--- src/rtl/rgb_led_pwm_pkg.sv ---
// rtl/rgb_led_pwm_pkg.sv - shared constants and encodings for the RGB LED PWM block
//
// Purpose: channel indices, duty width and the mode / breathe-direction
// encodings used by rgb_led_pwm and rgb_led_pwm_channel.
// Ports: none (package).

package rgb_led_pwm_pkg;

   // Channel indices as carried on cfg_channel and used as bit positions
   // in gpio_led / led.
   localparam logic [1:0] CH_R    = 2'd0;
   localparam logic [1:0] CH_G    = 2'd1;
   localparam logic [1:0] CH_B    = 2'd2;
   localparam logic [1:0] CH_RSVD = 2'd3;

   localparam int unsigned        DUTY_W   = 8;
   localparam logic [DUTY_W-1:0]  DUTY_MIN = '0;
   localparam logic [DUTY_W-1:0]  DUTY_MAX = '1;

   typedef enum logic {
      MODE_STATIC  = 1'b0,
      MODE_BREATHE = 1'b1
   } mode_e;

   typedef enum logic {
      DIR_UP   = 1'b0,
      DIR_DOWN = 1'b1
   } dir_e;

endpackage

--- src/rtl/rgb_led_pwm_channel.sv ---
// rtl/rgb_led_pwm_channel.sv - one colour channel: target/mode/duty/direction state and PWM compare
//
// Purpose: holds the configured target and mode of one LED colour, advances
// the active duty once per PWM period (static load or breathe ramp) and
// produces the registered pin drive for that colour.
// Ports:
//   clk        clock
//   rst_n      asynchronous active-low reset
//   pe         period end strobe (phase wraps 255->0 on this cycle's edge)
//   wr_en      configuration write for this channel
//   wr_target  new target brightness
//   wr_mode    new mode (static / breathe)
//   phase      shared PWM phase counter
//   enable     per-channel enable from the GPIO controller
//   led        registered pin drive (polarity set by LED_ACTIVE_LOW)

module rgb_led_pwm_channel
   import rgb_led_pwm_pkg::*;
#(
   parameter bit LED_ACTIVE_LOW = 1'b1
)
(
   input  logic              clk,
   input  logic              rst_n,
   input  logic              pe,
   input  logic              wr_en,
   input  logic [DUTY_W-1:0] wr_target,
   input  mode_e             wr_mode,
   input  logic [DUTY_W-1:0] phase,
   input  logic              enable,
   output logic              led
);

   logic [DUTY_W-1:0] target_q, target_d;
   logic [DUTY_W-1:0] duty_q,   duty_d;
   mode_e             mode_q,   mode_d;
   dir_e              dir_q,    dir_d;
   logic              led_q;
   logic              lit;

   always_ff @(posedge clk or negedge rst_n) begin
      if (!rst_n) begin
         target_q <= DUTY_MIN;
         duty_q   <= DUTY_MIN;
         mode_q   <= MODE_STATIC;
         dir_q    <= DIR_UP;
      end else begin
         target_q <= target_d;
         duty_q   <= duty_d;
         mode_q   <= mode_d;
         dir_q    <= dir_d;
      end
   end

   // The top never asserts a write on the pe cycle (cfg_ready is low then),
   // so a write and a duty update are mutually exclusive in one cycle.
   always_comb begin
      target_d = target_q;
      duty_d   = duty_q;
      mode_d   = mode_q;
      dir_d    = dir_q;

      if (wr_en) begin
         target_d = wr_target;
         // Switching mode keeps the current duty; a ramp restarts upward
         // from wherever the duty happens to be.
         if (wr_mode != mode_q) begin
            mode_d = wr_mode;
            dir_d  = DIR_UP;
         end
      end else if (pe) begin
         if (mode_q == MODE_STATIC) begin
            duty_d = target_q;
         end else if (target_q == DUTY_MIN) begin
            duty_d = DUTY_MIN;
            dir_d  = DIR_UP;
         end else if ((dir_q == DIR_DOWN) || (duty_q >= target_q)) begin
            // At or above target the ramp must head down even if it was
            // rising (target lowered, or mode switched at a high duty).
            duty_d = (duty_q == DUTY_MIN) ? DUTY_MIN : duty_q - 1'b1;
            dir_d  = (duty_d == DUTY_MIN) ? DIR_UP : DIR_DOWN;
         end else begin
            duty_d = (duty_q == DUTY_MAX) ? DUTY_MAX : duty_q + 1'b1;
            dir_d  = (duty_d >= target_q) ? DIR_DOWN : DIR_UP;
         end
      end
   end

   // phase < duty gives duty 0 fully dark and duty 255 dark only at phase 255.
   assign lit = enable && (phase < duty_q);

   always_ff @(posedge clk or negedge rst_n) begin
      if (!rst_n) begin
         led_q <= LED_ACTIVE_LOW;
      end else begin
         led_q <= lit ^ LED_ACTIVE_LOW;
      end
   end

   assign led = led_q;

endmodule

--- src/rtl/rgb_led_pwm.sv ---
// rtl/rgb_led_pwm.sv - three-channel RGB LED PWM driver with static and breathe modes
//
// Purpose: shared prescaler and 8-bit phase counter, configuration decode
// and three rgb_led_pwm_channel instances driving the board RGB LED.
// Ports:
//   CLOCK_24     sole clock
//   resetN       asynchronous active-low reset
//   gpio_led     per-channel enable (bit0 R, bit1 G, bit2 B)
//   cfg_valid    configuration request
//   cfg_ready    configuration accept (low during reset and on period end)
//   cfg_channel  target channel 0..2, 3 is accepted and dropped
//   cfg_duty     target brightness 0..255
//   cfg_breathe  0 static, 1 breathe
//   led          registered pin drive to the RGB LED

module rgb_led_pwm
   import rgb_led_pwm_pkg::*;
#(
   parameter int unsigned PRESCALE       = 94,
   parameter bit          LED_ACTIVE_LOW = 1'b1
)
(
   input  logic              CLOCK_24,
   input  logic              resetN,
   input  logic [2:0]        gpio_led,
   input  logic              cfg_valid,
   output logic              cfg_ready,
   input  logic [1:0]        cfg_channel,
   input  logic [DUTY_W-1:0] cfg_duty,
   input  logic              cfg_breathe,
   output logic [2:0]        led
);

   localparam logic [15:0] PRESC_MAX = 16'(PRESCALE - 1);

   logic [15:0]       presc_q;
   logic [DUTY_W-1:0] phase_q;
   logic              rdy_q;
   logic              tick;
   logic              pe;
   logic              cfg_hit;
   mode_e             cfg_mode;

   assign tick = (presc_q == PRESC_MAX);
   assign pe   = tick && (phase_q == DUTY_MAX);

   always_ff @(posedge CLOCK_24 or negedge resetN) begin
      if (!resetN) begin
         presc_q <= '0;
         phase_q <= '0;
      end else begin
         presc_q <= tick ? 16'd0 : presc_q + 16'd1;
         if (tick) begin
            phase_q <= phase_q + 1'b1;
         end
      end
   end

   // rdy_q goes high on the first edge out of reset; the pe cycle is then
   // masked so a write can never race the period-end duty update.
   always_ff @(posedge CLOCK_24 or negedge resetN) begin
      if (!resetN) begin
         rdy_q <= 1'b0;
      end else begin
         rdy_q <= 1'b1;
      end
   end

   assign cfg_ready = rdy_q && !pe;
   assign cfg_hit   = cfg_valid && cfg_ready && (cfg_channel != CH_RSVD);
   assign cfg_mode  = mode_e'(cfg_breathe);

   rgb_led_pwm_channel #(.LED_ACTIVE_LOW(LED_ACTIVE_LOW)) u_ch_r (
      .clk       (CLOCK_24),
      .rst_n     (resetN),
      .pe        (pe),
      .wr_en     (cfg_hit && (cfg_channel == CH_R)),
      .wr_target (cfg_duty),
      .wr_mode   (cfg_mode),
      .phase     (phase_q),
      .enable    (gpio_led[CH_R]),
      .led       (led[CH_R])
   );

   rgb_led_pwm_channel #(.LED_ACTIVE_LOW(LED_ACTIVE_LOW)) u_ch_g (
      .clk       (CLOCK_24),
      .rst_n     (resetN),
      .pe        (pe),
      .wr_en     (cfg_hit && (cfg_channel == CH_G)),
      .wr_target (cfg_duty),
      .wr_mode   (cfg_mode),
      .phase     (phase_q),
      .enable    (gpio_led[CH_G]),
      .led       (led[CH_G])
   );

   rgb_led_pwm_channel #(.LED_ACTIVE_LOW(LED_ACTIVE_LOW)) u_ch_b (
      .clk       (CLOCK_24),
      .rst_n     (resetN),
      .pe        (pe),
      .wr_en     (cfg_hit && (cfg_channel == CH_B)),
      .wr_target (cfg_duty),
      .wr_mode   (cfg_mode),
      .phase     (phase_q),
      .enable    (gpio_led[CH_B]),
      .led       (led[CH_B])
   );

endmodule

--- config.mk ---
export PLATFORM = sky130hd
export DESIGN_NAME = rgb_led_pwm
export DESIGN_NICKNAME = d
export VERILOG_FILES = /design/src/rtl/rgb_led_pwm_pkg.sv /design/src/rtl/rgb_led_pwm_channel.sv /design/src/rtl/rgb_led_pwm.sv
export SDC_FILE = /design/constraint.sdc
export NUM_CORES = 1
export LEC_CHECK = 0
export CAP_MARGIN = 10
export CORE_ASPECT_RATIO = 0.9
export CORE_MARGIN = 10
export CORE_UTILIZATION = 37
export CTS_CLUSTER_DIAMETER = 60
export DETAILED_ROUTE_END_ITERATION = 8
export PLACE_DENSITY = 0.5
export SKIP_LAST_GASP = 1
export SYNTH_ARGS = -nofsm -noshare
export SYNTH_HDL_FRONTEND = slang
export SYNTH_SLANG_ARGS = --single-unit
--- constraint.sdc ---
create_clock -name CLOCK_24 -period 3.8 [get_ports CLOCK_24]
set_input_delay 0.57 -clock CLOCK_24 [delete_from_list [all_inputs] [get_ports CLOCK_24]]
set_output_delay 0.57 -clock CLOCK_24 [all_outputs]
set_load 0.02 [all_outputs]
# --- After elaboration in Yosys (flattened, before gate mapping) ---
# Cells that the tools add are included.
totals:
  ff_bits: 82
  input_bits: 17
op_classes:
  addsub: 8
  n_lt_le_gt_ge: 9
  eq_ne: 14
  muxes: 40
  n_bitwise: 6
  n_reduce_logical: 39
op_table:
  columns: ["operator", "n"]
  rows:
  - ["$mux W8", 15]
  - ["$logic_not A8 Y1", 9]
  - ["$ge A8 B8 Y1", 6]
  - ["$add A8 B1 Y8 const B", 4]
  - ["$eq A8 B8 Y1 const B", 4]
  - ["$lt A8 B8 Y1", 3]
  - ["$mux W1", 24]
  - ["$sub A8 B1 Y8 const B", 3]
  - ["$add A16 B1 Y16 const B", 1]
  - ["$eq A16 B7 Y1 const B", 1]
  - ["$mux W16", 1]
  - ["$reduce_and A2 Y1", 6]
  - ["$reduce_bool A2 Y1", 6]
  - ["$logic_and A1 B1 Y1", 10]
  - ["$reduce_and A3 Y1", 3]
  - ["$ne A2 B2 Y1 const B", 4]
  - ["$not A1 Y1", 6]
  - ["$logic_or A1 B1 Y1", 3]
  - ["$ne A1 B1 Y1", 3]
  - ["$eq A2 B1 Y1 const B", 1]
  - ["$eq A2 B2 Y1 const B", 1]
  - ["$logic_not A2 Y1", 1]
  - ["$logic_not A1 Y1", 1]

# --- Longest topological paths before layout ---
depth:
  word_depth: 9
  mapped_depth: 13

# --- Cells and area by module ---
# Synthesis repeated with hierarchy kept, for this count alone.
unflattened:
  hier_cells: 813
  hier_area_um2: 6941.7
by_module_without_submodules:
  columns: ["module", "instances", "cells_each", "area_per_inst_um2", "seq_area_each_um2"]
  rows:
  - ["rgb_led_pwm_channel at u_ch_g ...", 2, 234, 1905.6, 476.7]
  - ["rgb_led_pwm_channel at u_ch_b", 1, 235, 1914.3, 476.7]
  - ["rgb_led_pwm", 1, 110, 1216.2, 625.6]

# --- Worst setup path after synthesis ---
# No wires, ideal clock.
synth_path:
  path_kind: "reg2reg"
  from: "reg u_ch_b.duty_q[2]"
  to: "reg u_ch_b.dir_q"
  arrival_time_ns: 2.343
  required_ns: 3.650
  slack_ns: 1.307
  stages_incl_launch_ff: 10
  path_buffers: 0
  period_less_slack_ns: 2.493
  cell_sequence: "dfrtp_1 inv_1 nor4_1 a21oi_1 a31oi_1 ha_1 a2111oi_0 o21ai_0 o2111ai_1 a41oi_1"
synth_via:
  elab_chain_len: 9
  elab_cells_between_ends: 17
  cone_classes: "2 x add/sub; 2 x order compare; 1 x eq/ne; 9 x mux; 3 x reduce/logical"
synth_rtl:
  columns: ["element", "line", "source"]
  rows:
  - ["from (decl)", "rgb_led_pwm_channel.sv:35", "logic [DUTY_W-1:0] duty_q, duty_d;"]
  - ["from (signal assigned)", "rgb_led_pwm_channel.sv:49", "duty_q <= duty_d;"]
  - ["$add A8 B1 Y8, or another cell as far along", "rgb_led_pwm_channel.sv:83", "duty_d = (duty_q == DUTY_MAX) ? DUTY_MAX : duty_q + 1'b1;"]
  - ["$mux W8 (on tied branches)", "rgb_led_pwm_channel.sv:83, rgb_led_pwm_channel.sv:80", null]
  - ["$ge A8 B8 Y1 or $logic_not A8 Y1 (tied branches)", "rgb_led_pwm_channel.sv:84, rgb_led_pwm_channel.sv:81", null]
  - ["$mux W1 (on tied branches)", "rgb_led_pwm_channel.sv:84, rgb_led_pwm_channel.sv:81", null]
  - ["$mux W1 *", "rgb_led_pwm_channel.sv:77", "end else if ((dir_q == DIR_DOWN) || (duty_q >= target_q)) begin"]
  - ["$mux W1 *", "rgb_led_pwm_channel.sv:74", "end else if (target_q == DUTY_MIN) begin"]
  - ["$mux W1 *", "rgb_led_pwm_channel.sv:72", "if (mode_q == MODE_STATIC) begin"]
  - ["$mux W1 *", "rgb_led_pwm_channel.sv:71", "end else if (pe) begin"]
  - ["$mux W1 *", "rgb_led_pwm_channel.sv:63", "if (wr_en) begin"]
  - ["to (signal assigned)", "rgb_led_pwm_channel.sv:51", "dir_q <= dir_d;"]
  - ["to (decl)", "rgb_led_pwm_channel.sv:37", "dir_e dir_q, dir_d;"]
# Every way passes the cells marked *; elsewhere a longest branch is shown, timed or not. The select of a mux whose other input is x is not followed.
# A chain may end at the register's enable or synchronous reset.

# --- Final worst setup path ---
layout_path:
  from: "reg presc_q[1]"
  to: "out cfg_ready"
layout_via:
  elab_chain_len: 4
layout_rtl:
  columns: ["element", "line", "source"]
  rows:
  - ["from (decl)", "rgb_led_pwm.sv:36", "logic [15:0] presc_q;"]
  - ["from (signal assigned)", "rgb_led_pwm.sv:52", "presc_q <= tick ? 16'd0 : presc_q + 16'd1;"]
  - ["$eq A16 B7 Y1", "rgb_led_pwm.sv:44", "assign tick = (presc_q == PRESC_MAX);"]
  - ["$logic_and A1 B1 Y1", "rgb_led_pwm.sv:45", "assign pe = tick && (phase_q == DUTY_MAX);"]
  - ["$logic_not A1 Y1", "rgb_led_pwm.sv:69", "assign cfg_ready = rdy_q && !pe;"]
  - ["$logic_and A1 B1 Y1", "rgb_led_pwm.sv:69", null]
  - ["to (decl)", "rgb_led_pwm.sv:27", "output logic cfg_ready,"]
# Every way passes these cells.

==> impl_metrics.env <==
export IMPL_peakVddDrop_mv=0.199
export IMPL_numClockSinks=82
export IMPL_crit_path_cell_trace="inv_1, ha_1, nor4b_1, and4_4, nand2_1, and2_1, clkdlybuf4s50_1"
export IMPL_cts_tree="built"
export IMPL_tns_ns=0
export IMPL_timing_final_max_slew_violations=0
export IMPL_wl_per_cell_um=19.6
export IMPL_cts_max_level=3
export IMPL_crit_type="flip-flop to output pin"
export IMPL_instances_no_fill=1051
export IMPL_cp_arrival_ns=2.47
export IMPL_grt_usage_pct=16.9
export IMPL_cp_end_kind="output pin"
export IMPL_post_route_period_util_pct=80.1
export IMPL_synth_area_um2=6940
export IMPL_dp_cells=1035
export IMPL_drt_pass1_iter_count=7
export IMPL_ctsResizeCount=0
export IMPL_nFillCells=1826
export IMPL_first_global_vias=6002
export IMPL_initial_core_util_pct=37.7
export IMPL_synth_area_per_cell_um2=8.71
export IMPL_drive_gt1_share_pct=9.43
export IMPL_ys_types=73
export IMPL_layout_nets=899
export IMPL_root_buffer="clkbuf_16"
export IMPL_clk_pin_slew_ns=0.07
export IMPL_synth_edf_count=0
export IMPL_vias=6182
export IMPL_row_count=47
export IMPL_die_h_um=150
export IMPL_ys_flop_type="dfrtp_1"
export IMPL_cpPeakStageDelay_ns=0.53
export IMPL_ys_seq_elements=82
export IMPL_worstMarginPinSlew_ns=0.858
export IMPL_final_antenna_net_count=0
export IMPL_power_total_uw=2520
export IMPL_chipWidth_um=164
export IMPL_yosysTopAreaCell="dfrtp_1"
export IMPL_multi_input_area_um2=4500
export IMPL_final_common_cell="ha_1"
export IMPL_stdcell_area_um2=7630
export IMPL_drc=0
export IMPL_post_cts_buffers=0
export IMPL_maxCapViolCount=0
export IMPL_antenna_found_initial=0
export IMPL_yosysSeqAreaShare_pct=29.6
export IMPL_synth_area_leaders="dfrtp_1 (28%), ha_1 (15%), mux2_2 (3.4%)"
export IMPL_p_leak_uw=0.00343
export IMPL_cts_made_buffers=9
export IMPL_holdBufCountCts=0
export IMPL_pin_count=21
export IMPL_hold_path_class="primary input to asynchronous set/reset pin"
export IMPL_synthesis_nets=895
export IMPL_status="complete, no violations"
export IMPL_ff_latch_area_um2=2060
export IMPL_ys_warn_count=0
export IMPL_powerDensity_nw_per_um2=330
export IMPL_die_area_um2=24600
export IMPL_critPathLaunchType="flip-flop"
export IMPL_vias_per_cell=5.88
export IMPL_critical_path_required_ns=3.23
export IMPL_grt_pass1_wl_um=33200
export IMPL_grt_ovfl_total=0
export IMPL_post_dp_hpwl_um=15400
export IMPL_most_common_layout_cells="ha_1 (81), dfrtp_1 (79), nand2_1 (58), nor2_1 (54), inv_1 (52)"
export IMPL_wl_um=20600
export IMPL_synth_top_area_share_pct=28.5
export IMPL_drt_iter0_drc=497
export IMPL_grt_max_degree=36
export IMPL_port_buffers=20
export IMPL_fp_coreArea_um2=18400
export IMPL_syn_inst=797
export IMPL_slew_headroom_pct=42.7
export IMPL_hold_viol=0
export IMPL_dpl_cell_area_um2=7340
export IMPL_finClkSkew_ns=0.00769
export IMPL_gp_congestion=0.948
export IMPL_crit_fanout=14
export IMPL_clock_latency_ns=0.35
export IMPL_antenna_cells=0
export IMPL_rsz0062_at_grt="no"
export IMPL_slowest_stage="clkdlybuf4s50_1"
export IMPL_max_clock_freq_mhz=328
export IMPL_async_reset_ff_share_pct=100
export IMPL_cts_buffer_depth=2
export IMPL_area_delta_synth_final_pct=10.0
export IMPL_period_minus_slack_ns=3.04
export IMPL_hold_ws_ns=0.196
export IMPL_final_setup_viol_count=0
## cells in the mapped netlist (4+ instances only)
master and instances:
nor2_1 54, a21oi_1 41, xor2_1 6, o31ai_1 7, o22ai_1 5, a21boi_0 4
or2_2 7, mux2i_1 11, a21o_1 8, nand2_1 58, a211oi_1 11, mux2_4 9
inv_1 52, a221o_1 4, o221ai_1 4, buf_2 9, nor4b_1 4, nor3_1 25
nor3b_1 5, dfrtp_1 79, o21ai_1 4, nand2b_1 9, nand4_1 10, or3_1 5
ha_1 81, a31oi_1 20, o211ai_1 14, o21ai_0 40, mux2_2 21, o32ai_1 4
clkbuf_1 21, xnor2_1 25, o21a_1 5, and3_1 17, nand3_1 45, nor4_1 12
## registers in the layout, indices dropped and copies added (netlist names)
name and count:
u_ch_b.dir_q 1, u_ch_g.led 1, phase_q 8, u_ch_r.dir_q 1, u_ch_r.duty_q 8, u_ch_g.target_q 8, u_ch_g.mode_q 1, u_ch_r.led 1
u_ch_b.mode_q 1, u_ch_b.target_q 8, u_ch_g.dir_q 1, u_ch_b.led 1, u_ch_b.duty_q 8, presc_q 16, u_ch_r.target_q 8, u_ch_r.mode_q 1
rdy_q 1, u_ch_g.duty_q 8
## layer usage
layer	track usage [%]	share of wire, %	up-vias
li1	-	-	2956
met1	24.0	49	3007
met2	25.6	44	193
met3	2.86	4.6	26
met4	4.82	2.1	0
met5	0	0	-
## final timing paths
path,from,end,slack (ns),depth (start not counted)
setup / recovery,presc_q[1],cfg_ready,0.76,7
hold / removal,resetN,u_ch_r.duty_q[3],0.20,1
setup reg to reg,u_ch_b.duty_q[3],u_ch_b.dir_q,0.81,10
hold reg to reg,presc_q[15],presc_q[15],0.49,1
max in group asynchronous,resetN,u_ch_b.led,2.80,2
min in group CLOCK_24,presc_q[15],presc_q[15],0.49,1
## per-stage QoR
step	setup slack [ns]	utilization [%]
3_5_place_dp	0.838	39.9
6_report	0.756	41.5
5_1_grt	0.560	41.5
3_3_place_gp	0.973	39.9
4_1_cts	0.685	41.5
2_1_floorplan	1.31	-
## area by class of cell
cell class                      count  share of cell area, %
Inverter                           55                   2.70
Clock buffer                       10                   3.13
Tap cell                          245                   4.02
Timing Repair Buffer               29                   3.47
Multi-Input combinational cell    624                   59.0
Clock inverter                      6                  0.754
Sequential cell                    82                   26.9
## power breakdown
part / internal, uW / leakage, uW / total [uW] / switching (uW)
sequential: 944 / 0.00106 / 1040 / 96.3
clock: 478 / 0.000147 / 905 / 427
combinational: 252 / 0.00222 / 575 / 323
## cell families (layout without fill, tap and decap cells)
| logic type | Yosys count | in the layout | share of synthesized area [%] |
|---|---|---|---|
| compound gates | 202 | 202 | 19.4 |
| xor+xnor | 31 | 31 | 3.91 |
| fa+ha+maj | 81 | 81 | 14.6 |
| buf+inv | 91 | 100 | 5.46 |
| flops | 82 | 82 | 29.6 |
| mux | 41 | 41 | 6.94 |
| other cells | 1 | 1 | 0.0540 |
| simple gates | 268 | 268 | 20.0 |
## critical path, delay by kind of cell (launching register included)
family / cells / cell delay, ns
adder cells (fa/ha/maj): 1 / 0.12
buffers and inverters: 2 / 0.60
flip-flops: 1 / 0.41
AND/OR/NAND/NOR: 4 / 0.98
Power figures use the tool's default switching activity.
==> patch 1: new RTL, same flow settings <==
`DUTY_W`: 8 -> 9.
--- a/src/rtl/rgb_led_pwm_pkg.sv
+++ b/src/rtl/rgb_led_pwm_pkg.sv
@@ -13,7 +13,7 @@
    localparam logic [1:0] CH_B    = 2'd2;
    localparam logic [1:0] CH_RSVD = 2'd3;
 
-   localparam int unsigned        DUTY_W   = 8;
+   localparam int unsigned        DUTY_W   = 9;
    localparam logic [DUTY_W-1:0]  DUTY_MIN = '0;
    localparam logic [DUTY_W-1:0]  DUTY_MAX = '1;
 
Ports: changed (resized cfg_duty); port bits go from 21 to 22. No check against the original RTL was run, so the function may have changed too.
==> patch 1 against the unedited design <==
- routed wire length up 6.9%
- clock skew up 5.9 ps
- highest routed layer unchanged
- sequential cell count up 7
- die area up 4.4%
- worst setup slack worse by 230 ps
- power down 1.8%
- synthesized cell count up 7.7%
- cell area up 4.7%
- sequential power up 4%
- count of clock-buffer cells in the layout unchanged
- final cell count up 5.6%
- synthesized area up 5.1%
==> patch 1: results (changes against the unedited design) <==
----------------------------------------------------
[STA]
  Minimum hold slack ... 324 ps (+128 ps)
  Worst clock skew ... 13.5 ps (+5.86 ps)
  Slew @ Worst Pin ... 901 ps (+42.7 ps)

[Synthesis]
  Number of register bits inferred by synthesis ... 89 (+8.5%)
  Top post-synthesis cells by count ... sky130_fd_sc_hd__ha_1, sky130_fd_sc_hd__dfrtp_1, sky130_fd_sc_hd__o21ai_0, sky130_fd_sc_hd__nand2_1, sky130_fd_sc_hd__inv_1
  Number of instances in the synthesized netlist ... 858 (+7.7%)
  Number of distinct standard cells referenced by the synthesized netlist ... 66 (-9.6%)
  Top cell type's share of synthesized area ... 29.5% (+1.0 points)
  Sequential share of the synthesized area ... 30.6% (+0.96 points)
  Cells taking the most area after synthesis ... sky130_fd_sc_hd__dfrtp_1, sky130_fd_sc_hd__ha_1, sky130_fd_sc_hd__o21ai_0

[Cells and area]
  Non-Clock Inverter Count ... 65 (+18%)
  Proportion of final cell area spent on non-clock buffers ... 3.82% (+0.34 points)
  Share of cells above drive strength 1 ... 6.74% (-2.7 points)
  Nonclk buf count ... 34 (+17%)
  Number of filler cells placed in the layout ... 1909 (+4.5%)
  Flip-flop count of the largest register, all copies and words added ... 16 (unchanged)
  Layout net count ... 962 (+7.0%)
  Clock Network Area Fraction ... 3.79% (-0.097 points)
  Count of multi-input combinational gates ... 657 (+5.3%)
  Area used by multi-input combinational logic ... 4600 um2 (+2.1%)

[Route]
  DR vias ... 6604 (+6.8%)
  WL/cell ... 19.9 um (+1.2%)
  Post-DR vias/cell ... 5.95 (+1.1%)
  Initial DRT Pass Iterations ... 6 (-1)
  First DRT Iteration DRCs ... 599 (+21%)

[Place]
  RD Place Congestion ... 0.916 (-3.4%)
  Pre-CTS setup slack ... 597 ps (-240 ps)
  Port-buffer cells ... 21 (+5.0%)
  Placed insts ... 1095 (+5.8%)
  Detailed-placement wirelength estimate ... 16900 um (+10%)

[Setup path]
  Register-to-register setup slack ... 570 ps (-240 ps)
  Crit Path Max Fanout ... 6 (-8)
  R2R Path Start ... u_ch_g.duty_q[0]$_DFFE_PN0P_
  End of the worst register-to-register path ... u_ch_g.dir_q$_DFFE_PN0P_
  Crit path DAT ... 2710 ps (+240 ps)

[Global routing]
  First-pass GRT wire length ... 35800 um (+7.7%)
  Largest net degree at the start of global routing ... 65 (+81%)
  GR Util All Layers ... 17.0% (+0.11 points)

[Power and ir drop]
  Standby leakage power ... 3.67 nW (+7.0%)
  Clk. pwr ... 0.935 mW (+3.3%)
  Comb. pwr ... 0.457 mW (-21%)
  Clock network power share ... 37.8% (+1.9 points)
  Maximum VDD drop ... 0.190 mV (-4.3%)

[Run status]
  Outcome ... finished clean

----------------------------------------------------
## patch 1: logic make-up after synthesis
group | Yosys count | share of synthesized area, %
AO/OA/AOI/OAI | 227 | 20.5
XOR/XNOR | 36 | 4.32
adder cells (fa/ha/maj) | 88 | 15.1
buffers and inverters | 112 | 6.33
flip-flops | 89 | 30.6
multiplexers | 26 | 3.83
other | 1 | 0.0514
AND/OR/NAND/NOR | 279 | 19.3
## patch 1: routing by layer
layer | wire length [um] | global-route usage [%] | up-vias
met1 | 10500 | 24.8 | 3198
met5 | 0 | 0 | -
li1 | - | - | 3111
met2 | 9470 | 24.6 | 259
met4 | 380 | 4.39 | 0
met3 | 1680 | 3.41 | 36
## patch 1: worst max-delay path by stage
| stage | from | end | slack [ps] | depth (start not counted) |
|---|---|---|---|---|
| finish | phase_q[0]$_DFFE_PN0N_ | cfg_ready | 520 | 7 |
| global route | u_ch_g.duty_q[0]$_DFFE_PN0P_ | u_ch_g.dir_q$_DFFE_PN0P_ | 270 | 10 |
| CTS | phase_q[0]$_DFFE_PN0N_ | cfg_ready | 540 | 7 |
| detailed placement | u_ch_g.duty_q[0]$_DFFE_PN0P_ | u_ch_g.dir_q$_DFFE_PN0P_ | 600 | 10 |
| global placement | u_ch_g.duty_q[0]$_DFFE_PN0P_ | u_ch_g.dir_q$_DFFE_PN0P_ | 760 | 10 |
| floorplan | u_ch_g.duty_q[1]$_DFFE_PN0P_ | u_ch_g.dir_q$_DFFE_PN0P_ | 1070 | 11 |
## patch 1: metrics by stage
stage	util [%]	cell area [um2]
after floorplan	-	7290
after global placement	39.9	7690
after detailed placement	39.9	7690
after CTS	41.5	8000
after global routing	41.5	8000
final	41.5	8000
==> patch 2: new RTL, config.mk and constraints unchanged <==
Made on the original files. Put a register stage on the output `led`, with the module's reset. The value now appears one clock later. The other outputs are not delayed to match. Comments in the files are not updated.
--- a/src/rtl/rgb_led_pwm.sv
+++ b/src/rtl/rgb_led_pwm.sv
@@ -32,6 +32,8 @@
 );
 
    localparam logic [15:0] PRESC_MAX = 16'(PRESCALE - 1);
+
+   logic [2:0] led_d;
 
    logic [15:0]       presc_q;
    logic [DUTY_W-1:0] phase_q;
@@ -79,7 +81,7 @@
       .wr_mode   (cfg_mode),
       .phase     (phase_q),
       .enable    (gpio_led[CH_R]),
-      .led       (led[CH_R])
+      .led       (led_d[CH_R])
    );
 
    rgb_led_pwm_channel #(.LED_ACTIVE_LOW(LED_ACTIVE_LOW)) u_ch_g (
@@ -91,7 +93,7 @@
       .wr_mode   (cfg_mode),
       .phase     (phase_q),
       .enable    (gpio_led[CH_G]),
-      .led       (led[CH_G])
+      .led       (led_d[CH_G])
    );
 
    rgb_led_pwm_channel #(.LED_ACTIVE_LOW(LED_ACTIVE_LOW)) u_ch_b (
@@ -103,8 +105,16 @@
       .wr_mode   (cfg_mode),
       .phase     (phase_q),
       .enable    (gpio_led[CH_B]),
-      .led       (led[CH_B])
+      .led       (led_d[CH_B])
    );
+
+   always_ff @(posedge CLOCK_24 or negedge resetN) begin
+      if (!resetN) begin
+         led <= '0;
+      end else begin
+         led <= led_d;
+      end
+   end
 
 endmodule
 
Check against the original RTL: not equivalent (a bounded check fails within 4 cycles, from zero or initial values and one cycle with resetN low).
==> patch 2 against the unedited design <==
- synthesized cell count shrank 3.8%
- largest power group unchanged
- power decreased by 4.8%
- utilization shrank 0.24 points
- sequential share of layout area is 2.5 points higher
- worst setup slack got worse by 110 ps
- register-to-register slack worse by 100 ps
- sequential power about the same
- fmax shrank 3.5%
- synthesized area decreased by 5.2%
- sequential cell count increased by 3
- worst hold slack better by 150 ps
- die area down 4.6%
- routed wire length decreased by 6.7%
- cell area fell by 5.2%
==> patch 2: results (changes against the unedited design) <==
----------------------------------------------------
[Route]
  First DRT Iteration DRCs ... 500 (+0.60%)
  Final Routed Wirelength ... 19300 um (-6.7%)
  DR vias ... 5819 (-5.9%)
  WL/cell ... 19.0 um (-3.4%)
  Initial DRT Pass Iterations ... 5 (-2)

[Power and ir drop]
  Maximum VDD drop ... 0.222 mV (+12%)
  Standby leakage power ... 3.17 nW (-7.4%)

[Global routing]
  Largest net degree at the start of global routing ... 74 (+110%)
  First-pass GRT wire length ... 31800 um (-4.2%)
  GR Util All Layers ... 16.4% (-0.42 points)

[Setup path]
  Max stage delay on crit path ... 530 ps (about the same)
  Crit path DAT ... 2580 ps (+110 ps)
  Register-to-register setup slack ... 710 ps (-100 ps)
  Worst Reg-to-Reg Cells ... 12 (+2)
  Setup crit start ... presc_q[1]$_DFF_PN0_
  R2R Path Start ... u_ch_b.duty_q[0]$_DFFE_PN0P_
  Crit Path Max Fanout ... 14 (unchanged)
  End of the worst register-to-register path ... u_ch_b.dir_q$_DFFE_PN0P_

[Synthesis]
  Number of distinct standard cells referenced by the synthesized netlist ... 73 (unchanged)
  Fraction of registers with async set/reset ... 100% (unchanged)
  Number of nets produced by synthesis ... 865 (-3.4%)
  Number of instances in the synthesized netlist ... 767 (-3.8%)
  Top post-synthesis cells by count ... sky130_fd_sc_hd__dfrtp_1, sky130_fd_sc_hd__ha_1, sky130_fd_sc_hd__nand2_1, sky130_fd_sc_hd__nor2_1, sky130_fd_sc_hd__a21oi_1
  Sequential share of the synthesized area ... 32.4% (+2.8 points)
  Cells taking the most area after synthesis ... sky130_fd_sc_hd__dfrtp_1, sky130_fd_sc_hd__ha_1, sky130_fd_sc_hd__a21oi_1

[STA]
  Slew @ Worst Pin ... 1010 ps (+153 ps)
  Worst clock skew ... 10.3 ps (+2.61 ps)

[Place]
  Detailed-placement wirelength estimate ... 14200 um (-7.8%)
  Placed insts ... 999 (-3.5%)
  RD Place Congestion ... 0.902 (-4.9%)

[Worst hold path]
  Classification of the worst-slack hold path ... input pin to asynchronous set/reset pin

[Clock network]
  Number of buffers added for setup after CTS ... 0 (unchanged)
  Master cell of the clock root buffer ... sky130_fd_sc_hd__clkbuf_16
  Clock-pin slew reported for the worst setup and hold paths after clock tree synthesis ... 70 ps (about the same)
  CTS HTree Levels ... 3 (unchanged)
  Total clock buffers created by CTS ... 9 (unchanged)
  Insertion delay of the later-clocked pin in the worst-skew pair ... 360 ps
  Clock Path Buffers ... 2 (unchanged)
  Total of cells resized after clock tree synthesis ... 0 (unchanged)

[Run status]
  Outcome ... finished clean

[Cells and area]
  Share of cells above drive strength 1 ... 6.58% (-2.8 points)
  Flip-flop count of the largest register, all copies and words added ... 16 (unchanged)
  Largest Register ... presc_q
  Number of filler cells placed in the layout ... 1785 (-2.2%)

----------------------------------------------------
==> patch 2: cell types whose count changed in the layout (fill, tap and decap cells not counted), sizes merged, moves of 5 or more <==
cell    delta
o21ai     +25
mux2      -21
a21oi     +20
a31oi     -11
a221oi    +10
nand3     -10
nor2      +10
nand2      +8
nor3       -8
and3       -7
a21o       -6
or2        -6
o211ai     -5
==> patch 2: cells by family after synthesis <==
kind of cell               after synthesis  share of synthesized area (%)
and+or+nand+nor                        251                           19.1
AOI/OAI and AO/OA                      214                           20.6
other                                    1                         0.0570
DFF                                     85                           32.4
buffers and inverters                   89                           5.74
adders and majority gates               81                           15.4
muxes                                   19                           3.12
xor gates and xnor gates                27                           3.60
==> patch 2: worst max-delay path by stage <==
stage	end	slack (ps)
after CTS	cfg_ready	630
after floorplan	u_ch_b.dir_q$_DFFE_PN0P_	1200
final	cfg_ready	650
after global routing	u_ch_b.dir_q$_DFFE_PN0P_	460
after global placement	u_ch_r.dir_q$_DFFE_PN0P_	820
after detailed placement	u_ch_b.dir_q$_DFFE_PN0P_	740
==> patch 2: cell type report <==
class	count	area, um2	area share, %
inverters	56	210	2.90
well taps	240	300	4.15
flip-flops and latches	85	2130	29.4
clock buffers	10	239	3.30
repair buffers	25	235	3.25
multi-input cells	593	4070	56.3
clock inverters	6	50.0	0.691
==> patch 2: critical path: cells and delay by family, from the launching register on <==
kind,cells,cell delay [ps]
and+or+nand+nor,4,890
adders and majority gates,1,130
DFF,1,400
buffers and inverters,3,790
==> patch 2: report_power, final <==
| part | switching [mW] | total, mW | internal (mW) |
|---|---|---|---|
| sequential | 0.0673 | 1.04 | 0.970 |
| clock | 0.415 | 0.887 | 0.472 |
| combinational | 0.302 | 0.475 | 0.172 |
| total | 0.785 | 2.40 | 1.61 |
==> patch 2: layer usage <==
metal	global-route usage (%)	up-vias	share of wire, %
li1	-	2796	-
met1	22.5	2833	48
met2	26.6	169	47
met3	2.50	21	4.1
met4	3.76	0	1.1
met5	0	-	0
==> patch 2: metrics by stage <==
stage,hold slack [ps],instance area [um2],setup slack [ps],utilization (%),power [mW]
finish,349,7240,647,41.2,2.40
floorplan,274,6580,1200,-,1.35
global route,395,7240,459,41.2,2.53
detailed placement,381,6950,743,39.6,1.52
CTS,391,7240,626,41.2,2.42
global placement,381,6950,820,39.6,1.52
